**config.mk**
```make
export PLATFORM = sky130hd
export DESIGN_NAME = requant_output_stage
export DESIGN_NICKNAME = d
export VERILOG_FILES = /design/src/rtl/requant_pkg.sv /design/src/rtl/sync_fifo.sv /design/src/rtl/requant_output_stage.sv
export SDC_FILE = /design/constraint.sdc
export NUM_CORES = 2
export LEC_CHECK = 0
export CAP_MARGIN = 20
export CORE_MARGIN = 5
export CORE_UTILIZATION = 64
export DETAILED_ROUTE_END_ITERATION = 8
export GPL_TIMING_DRIVEN = 0
export PLACE_DENSITY = 0.94
export SLEW_MARGIN = 20
export SYNTH_ARGS = -nofsm -noshare
export SYNTH_HDL_FRONTEND = slang
export SYNTH_HIERARCHICAL = 1
export SYNTH_SLANG_ARGS = --single-unit
```
**constraint.sdc**
```tcl
create_clock -name clk -period 8.7 [get_ports clk]
set_clock_uncertainty 0.1 [all_clocks]
set_input_delay 0.87 -clock clk [delete_from_list [all_inputs] [get_ports clk]]
set_output_delay 0.87 -clock clk [all_outputs]
set_load 0.005 [all_outputs]
```
**src/rtl/requant_pkg.sv**
```systemverilog
// Shared widths, derived datapath types and the round/ReLU/saturate step
// used by the requantisation output stage.
package requant_pkg;

    localparam int ACC_WIDTH   = 32;
    localparam int OUT_WIDTH   = 8;
    localparam int SCALE_WIDTH = 16;
    localparam int SHIFT_WIDTH = 5;

    localparam int SUM_W  = ACC_WIDTH + 1;
    localparam int PROD_W = SUM_W + SCALE_WIDTH;

    localparam int OUT_MAX = 2 ** (OUT_WIDTH - 1) - 1;
    localparam int OUT_MIN = -(2 ** (OUT_WIDTH - 1));

    typedef logic signed [ACC_WIDTH-1:0]   acc_t;
    typedef logic signed [SCALE_WIDTH-1:0] scale_t;
    typedef logic        [SHIFT_WIDTH-1:0] shift_t;
    typedef logic signed [SUM_W-1:0]       sum_t;
    typedef logic signed [PROD_W-1:0]      prod_t;
    typedef logic signed [OUT_WIDTH-1:0]   out_t;

    // One guard bit above PROD_W keeps the rounding add exact.
    localparam logic signed [PROD_W:0] SAT_HI = (PROD_W + 1)'(OUT_MAX);
    localparam logic signed [PROD_W:0] SAT_LO = (PROD_W + 1)'(OUT_MIN);

    // Round half toward +inf, optional ReLU, then clamp to the output range.
    function automatic out_t round_sat(input prod_t prod, input shift_t shift, input logic relu);
        logic signed [PROD_W:0] r;
        logic signed [PROD_W:0] half;
        out_t                   res;
        // NOTE: blocking assignments are correct here; a function body is pure
        // combinational evaluation, evaluated top to bottom.
        r    = {prod[PROD_W-1], prod};
        half = '0;
        if (shift != '0) half[shift - 1'b1] = 1'b1;
        r = (r + half) >>> shift;
        if (relu && r[PROD_W]) r = '0;
        if (r > SAT_HI)      res = out_t'(OUT_MAX);
        else if (r < SAT_LO) res = out_t'(OUT_MIN);
        else                 res = out_t'(r);
        return res;
    endfunction

endpackage

```
**src/rtl/sync_fifo.sv**
```systemverilog
// Count-based synchronous FIFO; a push into a full FIFO is accepted only when
// a pop happens in the same cycle, otherwise it is reported via push_drop.
module sync_fifo #(
    parameter int WIDTH = 16,
    parameter int DEPTH = 4
) (
    input  logic             clk,
    input  logic             rst,
    input  logic             push,
    input  logic [WIDTH-1:0] push_data,
    input  logic             pop,
    output logic [WIDTH-1:0] head_data,
    output logic             not_empty,
    output logic             push_drop
);

    localparam int AW = $clog2(DEPTH);

    logic [WIDTH-1:0] mem [DEPTH];
    logic [AW-1:0]    wr_ptr;
    logic [AW-1:0]    rd_ptr;
    logic [AW:0]      count;
    logic             full;
    logic             pop_fire;
    logic             push_fire;

    assign not_empty = (count != '0);
    assign full      = (count == (AW + 1)'(DEPTH));
    assign pop_fire  = pop && not_empty;
    assign push_fire = push && (!full || pop_fire);
    assign push_drop = push && !push_fire;

    // Head is forced to zero while empty so the output is defined out of reset.
    assign head_data = not_empty ? mem[rd_ptr] : '0;

    // NOTE: sequential state is updated with non-blocking assignments so every
    // register samples pre-edge values regardless of statement order.
    always_ff @(posedge clk) begin
        if (rst) begin
            wr_ptr <= '0;
            rd_ptr <= '0;
            count  <= '0;
        end else begin
            if (push_fire) wr_ptr <= wr_ptr + 1'b1;
            if (pop_fire)  rd_ptr <= rd_ptr + 1'b1;
            case ({push_fire, pop_fire})
                2'b10:   count <= count + 1'b1;
                2'b01:   count <= count - 1'b1;
                default: count <= count;
            endcase
        end
    end

    // NOTE: storage is deliberately not reset; count gates every read, so stale
    // contents are never observable and the array can map to plain RAM.
    always_ff @(posedge clk) begin
        if (push_fire) mem[wr_ptr] <= push_data;
    end

endmodule

```
**src/rtl/requant_output_stage.sv**
```systemverilog
// Bias, per-channel scale, rounding shift, ReLU and saturation of dot-product
// accumulators, buffered toward the next layer's activation writer.
module requant_output_stage
    import requant_pkg::*;
#(
    parameter int CH_WIDTH   = 8,
    parameter int FIFO_DEPTH = 4
) (
    input  logic                          clk,
    input  logic                          rst,
    input  logic                          in_valid,
    input  logic signed [ACC_WIDTH-1:0]   in_acc,
    input  logic        [CH_WIDTH-1:0]    in_ch,
    input  logic                          relu_en,
    output logic        [CH_WIDTH-1:0]    param_addr,
    input  logic signed [ACC_WIDTH-1:0]   param_bias,
    input  logic signed [SCALE_WIDTH-1:0] param_scale,
    input  logic        [SHIFT_WIDTH-1:0] param_shift,
    output logic                          out_valid,
    output logic signed [OUT_WIDTH-1:0]   out_data,
    output logic        [CH_WIDTH-1:0]    out_ch,
    input  logic                          out_ready,
    output logic                          overflow,
    output logic                          busy
);

    localparam int FIFO_W = OUT_WIDTH + CH_WIDTH;

    logic                v0, v1, v2, v3;
    acc_t                acc0;
    logic [CH_WIDTH-1:0] ch0, ch1, ch2, ch3;
    sum_t                sum1;
    scale_t              scale1;
    shift_t              shift1, shift2;
    prod_t               prod2;
    out_t                r3;

    logic [FIFO_W-1:0]   head_data;
    logic                push_drop;

    // Stage valids and the parameter address are the only reset-bearing state.
    always_ff @(posedge clk) begin
        if (rst) begin
            v0         <= 1'b0;
            v1         <= 1'b0;
            v2         <= 1'b0;
            v3         <= 1'b0;
            param_addr <= '0;
        end else begin
            v0 <= in_valid;
            v1 <= v0;
            v2 <= v1;
            v3 <= v2;
            if (in_valid) param_addr <= in_ch;
        end
    end

    // Parameter RAM data for param_addr arrives in time for the bias stage.
    always_ff @(posedge clk) begin
        acc0   <= in_acc;
        ch0    <= in_ch;
        sum1   <= {acc0[ACC_WIDTH-1], acc0} + {param_bias[ACC_WIDTH-1], param_bias};
        scale1 <= param_scale;
        shift1 <= param_shift;
        ch1    <= ch0;
        prod2  <= PROD_W'(sum1) * PROD_W'(scale1);
        shift2 <= shift1;
        ch2    <= ch1;
        r3     <= round_sat(prod2, shift2, relu_en);
        ch3    <= ch2;
    end

    always_ff @(posedge clk) begin
        if (rst)            overflow <= 1'b0;
        else if (push_drop) overflow <= 1'b1;
    end

    sync_fifo #(
        .WIDTH (FIFO_W),
        .DEPTH (FIFO_DEPTH)
    ) u_fifo (
        .clk       (clk),
        .rst       (rst),
        .push      (v3),
        .push_data ({r3, ch3}),
        .pop       (out_ready),
        .head_data (head_data),
        .not_empty (out_valid),
        .push_drop (push_drop)
    );

    assign out_data = head_data[FIFO_W-1 -: OUT_WIDTH];
    assign out_ch   = head_data[CH_WIDTH-1:0];
    assign busy     = v0 | v1 | v2 | v3 | out_valid;

endmodule

```
==> qor.json <==
{
  "global_route": {
    "gr-max-usage-layer": "met2",
    "grt_max_degree": 17,
    "grt_use_met2_pct": 59.1,
    "antenna_found_initial": 1,
    "first_pass_grt_wire_length_um": 161000,
    "global_route.usage.met3_pct": 8.02,
    "grt-ovfl-total": 0,
    "globalRouteMet1Util_pct": 43.0,
    "number_of_global_route_vias_before_repair": 29800,
    "grtUsageTotal_pct": 35.6
  },
  "floorplan": {
    "core.rowCount": 83,
    "die_h_um": 238,
    "placeableCoreArea_mm2": 0.0514,
    "initial_core_util_pct": 64.8,
    "die_width_um": 238,
    "floorplan.io_pins": 125,
    "die_area_mm2": 0.0567
  },
  "clock_tree": {
    "clock_network_latency_to_the_later_pin_of_the_worst_skew_pair_ns": 0.61,
    "cts_h_tree_depth": 1,
    "post_cts_buffers": 0,
    "holdBufCountCts": 0,
    "clkSinkCount": 266,
    "post_cts_resize_count": 17,
    "cts_root_buf": "clkbuf_16",
    "clk_pin_slew_ns": 0.07,
    "cts_buffers": 29,
    "cts_tree": "yes",
    "cts.path.max_buffers": 3
  },
  "layout": {
    "area_delta_synth_final_pct": 9.46,
    "layout.cells.most_common": "inv_1",
    "nNetsFinal": 4589,
    "most-common-layout-cells": "inv_1, fa_1, nand2_1",
    "fraction_of_layout_instances_using_a_drive_strength_above_1_pct": 5.46,
    "layout.cell_area.non_filler_mm2": 0.0365,
    "final.fill_count": 3622
  },
  "logic_synthesis": {
    "synth_top_area_cell": "fa_1",
    "synth.mux.area_fraction_pct": 4.72,
    "synth-seq-cells": 266,
    "yosys_warnings": 6,
    "post_synth_instance_area_mm2": 0.0333,
    "post-synth-top-area-fraction_pct": 30.2,
    "post_synth.cell_area_avg_um2": 9.13,
    "synth_compound_gate_area_share_pct": 11.6,
    "yosys-top-cells-area": "fa_1, dfxtp_1, ha_1, inv_1, edfxtp_1",
    "synth-edff-count": 64,
    "synth_async_sr_flop_share_pct": 0,
    "synthXorXnorAreaFrac_pct": 2.95,
    "netlist_instances": 3650,
    "synth-main-ff-cell": "dfxtp_1",
    "syn-num-nets": 4435,
    "synth_top_family_by_area": "adder cells",
    "proportion_of_synthesized_chip_area_in_sequential_cells_pct": 17.9,
    "synth.distinct_cells": 104,
    "yosys.area_share.adder_pct": 37.1,
    "post_synth_and_or_nand_nor_area_fraction_pct": 17.2
  },
  "sta": {
    "setup_viol": 0,
    "final.period_utilization_pct": 97.8,
    "maxSlewViolCount": 0,
    "fmax_mhz": 118,
    "tightestPinTransition_ns": 0.996,
    "fin_crit_ns": 8.51,
    "number_of_endpoints_with_negative_hold_slack_in_the_final_report": 0,
    "setup_total_negative_slack_ns": 0,
    "rsz0062_at_grt": "true",
    "slew_headroom_pct": 33.4
  },
  "outcome": {
    "result_of_the_run": "finished clean"
  },
  "critical_path": {
    "data_required_time_of_the_critical_path_ns": 9.12,
    "start_kind": "flop",
    "worstPathArrival_ns": 8.93,
    "timing.critical_path.to_type": "flop",
    "r2r_slack_ns": 0.19,
    "crit_type": "flop to flop",
    "worst-path-max-fanout": 10
  },
  "routing": {
    "drt-vias-per-instance": 6.34,
    "drt_first_pass_iters": 6,
    "residual_drc": 0,
    "initialDrtViolationCount": 3122,
    "overall_via_count_from_detail_route": 28600,
    "route.final.wire_length_um": 102000,
    "wl_per_cell_um": 22.6,
    "drt.antenna.violating_nets": 0
  },
  "place": {
    "placement.cell_area_mm2": 0.0354,
    "post-dp-hpwl_um": 80800,
    "buffer_ports.inserted": 123,
    "gp_congestion": 1.06
  },
  "hold_path": {
    "hold_path.class": "flop to flop"
  },
  "flow_run": {
    "max_cap_violations": 0
  }
}
metal layers:
metal  up-vias  routed length, um
li1      12300                  -
met1     13900              35600
met5         -                  0
met2      1949              47900
met3       487              10900
met4         0               7450
through the flow:
step | hold WS (ns) | setup WS [ns] | std cells | utilization [%]
2_1_floorplan | 0.210 | 1.25 | 3650 | -
3_3_place_gp | 0.211 | -0.224 | 4453 | 68.9
3_5_place_dp | 0.212 | -0.277 | 4453 | 68.9
5_1_grt | 0.234 | -0.0365 | 4506 | 71.0
4_1_cts | 0.224 | 0.105 | 4506 | 70.8
6_report | 0.222 | 0.190 | 4507 | 71.0
critical path, stage by stage, from the launching register on:
cell	delay, ns
dfxtp_2	0.51
clkbuf_1	0.63
nand2_1	0.20
fa_1	0.54
inv_1	0.07
fa_1	0.53
inv_1	0.05
fa_1	0.42
fa_1	0.50
fa_1	0.48
inv_1	0.06
fa_1	0.50
ha_1	0.37
a21o_1	0.24
a211oi_2	0.38
o21ai_0	0.25
o311ai_2	0.39
a211oi_1	0.17
nor2_1	0.15
a21oi_1	0.12
a21oi_1	0.31
a21oi_1	0.21
o311ai_1	0.51
a21oi_1	0.15
a211o_1	0.29
a21oi_1	0.17
xnor2_1	0.14
kinds of logic after synthesis:
family | after synthesis
simple gates | 1184
buf+inv | 737
fa+ha+maj | 687
compound gates | 549
flops | 266
mux | 116
xor+xnor | 110
other cells | 1
sequential cells by signal, summed over array words and instances (netlist names), named ones only:
name and cells:
v1 1, r3 8, v0 1, shift1 5
param_addr 8, sum1 33, u_fifo/count 3, shift2 5
scale1 16, v2 1, ch1 8, prod2 49
u_fifo/wr_ptr 2, v3 1, ch0 8, ch3 8
ch2 8, u_fifo/mem 64, acc0 32, u_fifo/rd_ptr 2
overflow 1
cell type report:
cell class	count	area (um2)	area share, %
Tap cell	680	851	2.33
Clock inverter	16	176	0.484
Clock buffer	37	807	2.21
Inverter	561	2110	5.77
Multi-Input combinational cell	2647	24600	67.4
Buffer	176	757	2.08
Antenna cell	1	2.50	0.00686
Timing Repair Buffer	123	1230	3.38
Sequential cell	266	5970	16.4
path summary, 6_finish.rpt:
| path | depth (start not counted) | endpoint | start |
|---|---|---|---|
| worst max-delay path | 26 | prod2[47] | scale1[4] |
| worst min-delay path | 0 | ch2[6] | ch1[6] |
| worst max register to register | 26 | prod2[47] | scale1[4] |
| worst min register to register | 0 | ch2[6] | ch1[6] |
synthesized netlist by cell type, drive strengths merged, types with 66 or more instances:
cell / n
xnor2: 85
dfxtp: 202
mux2i: 66
nand2: 473
a21oi: 127
clkbuf: 129
o21ai: 96
nand3: 67
fa: 503
ha: 184
and2: 191
nor2: 182
inv: 560
Power is left out: the tool's default activity adds up to more than one toggle a clock period on the data nets, which glitch-free logic cannot reach.
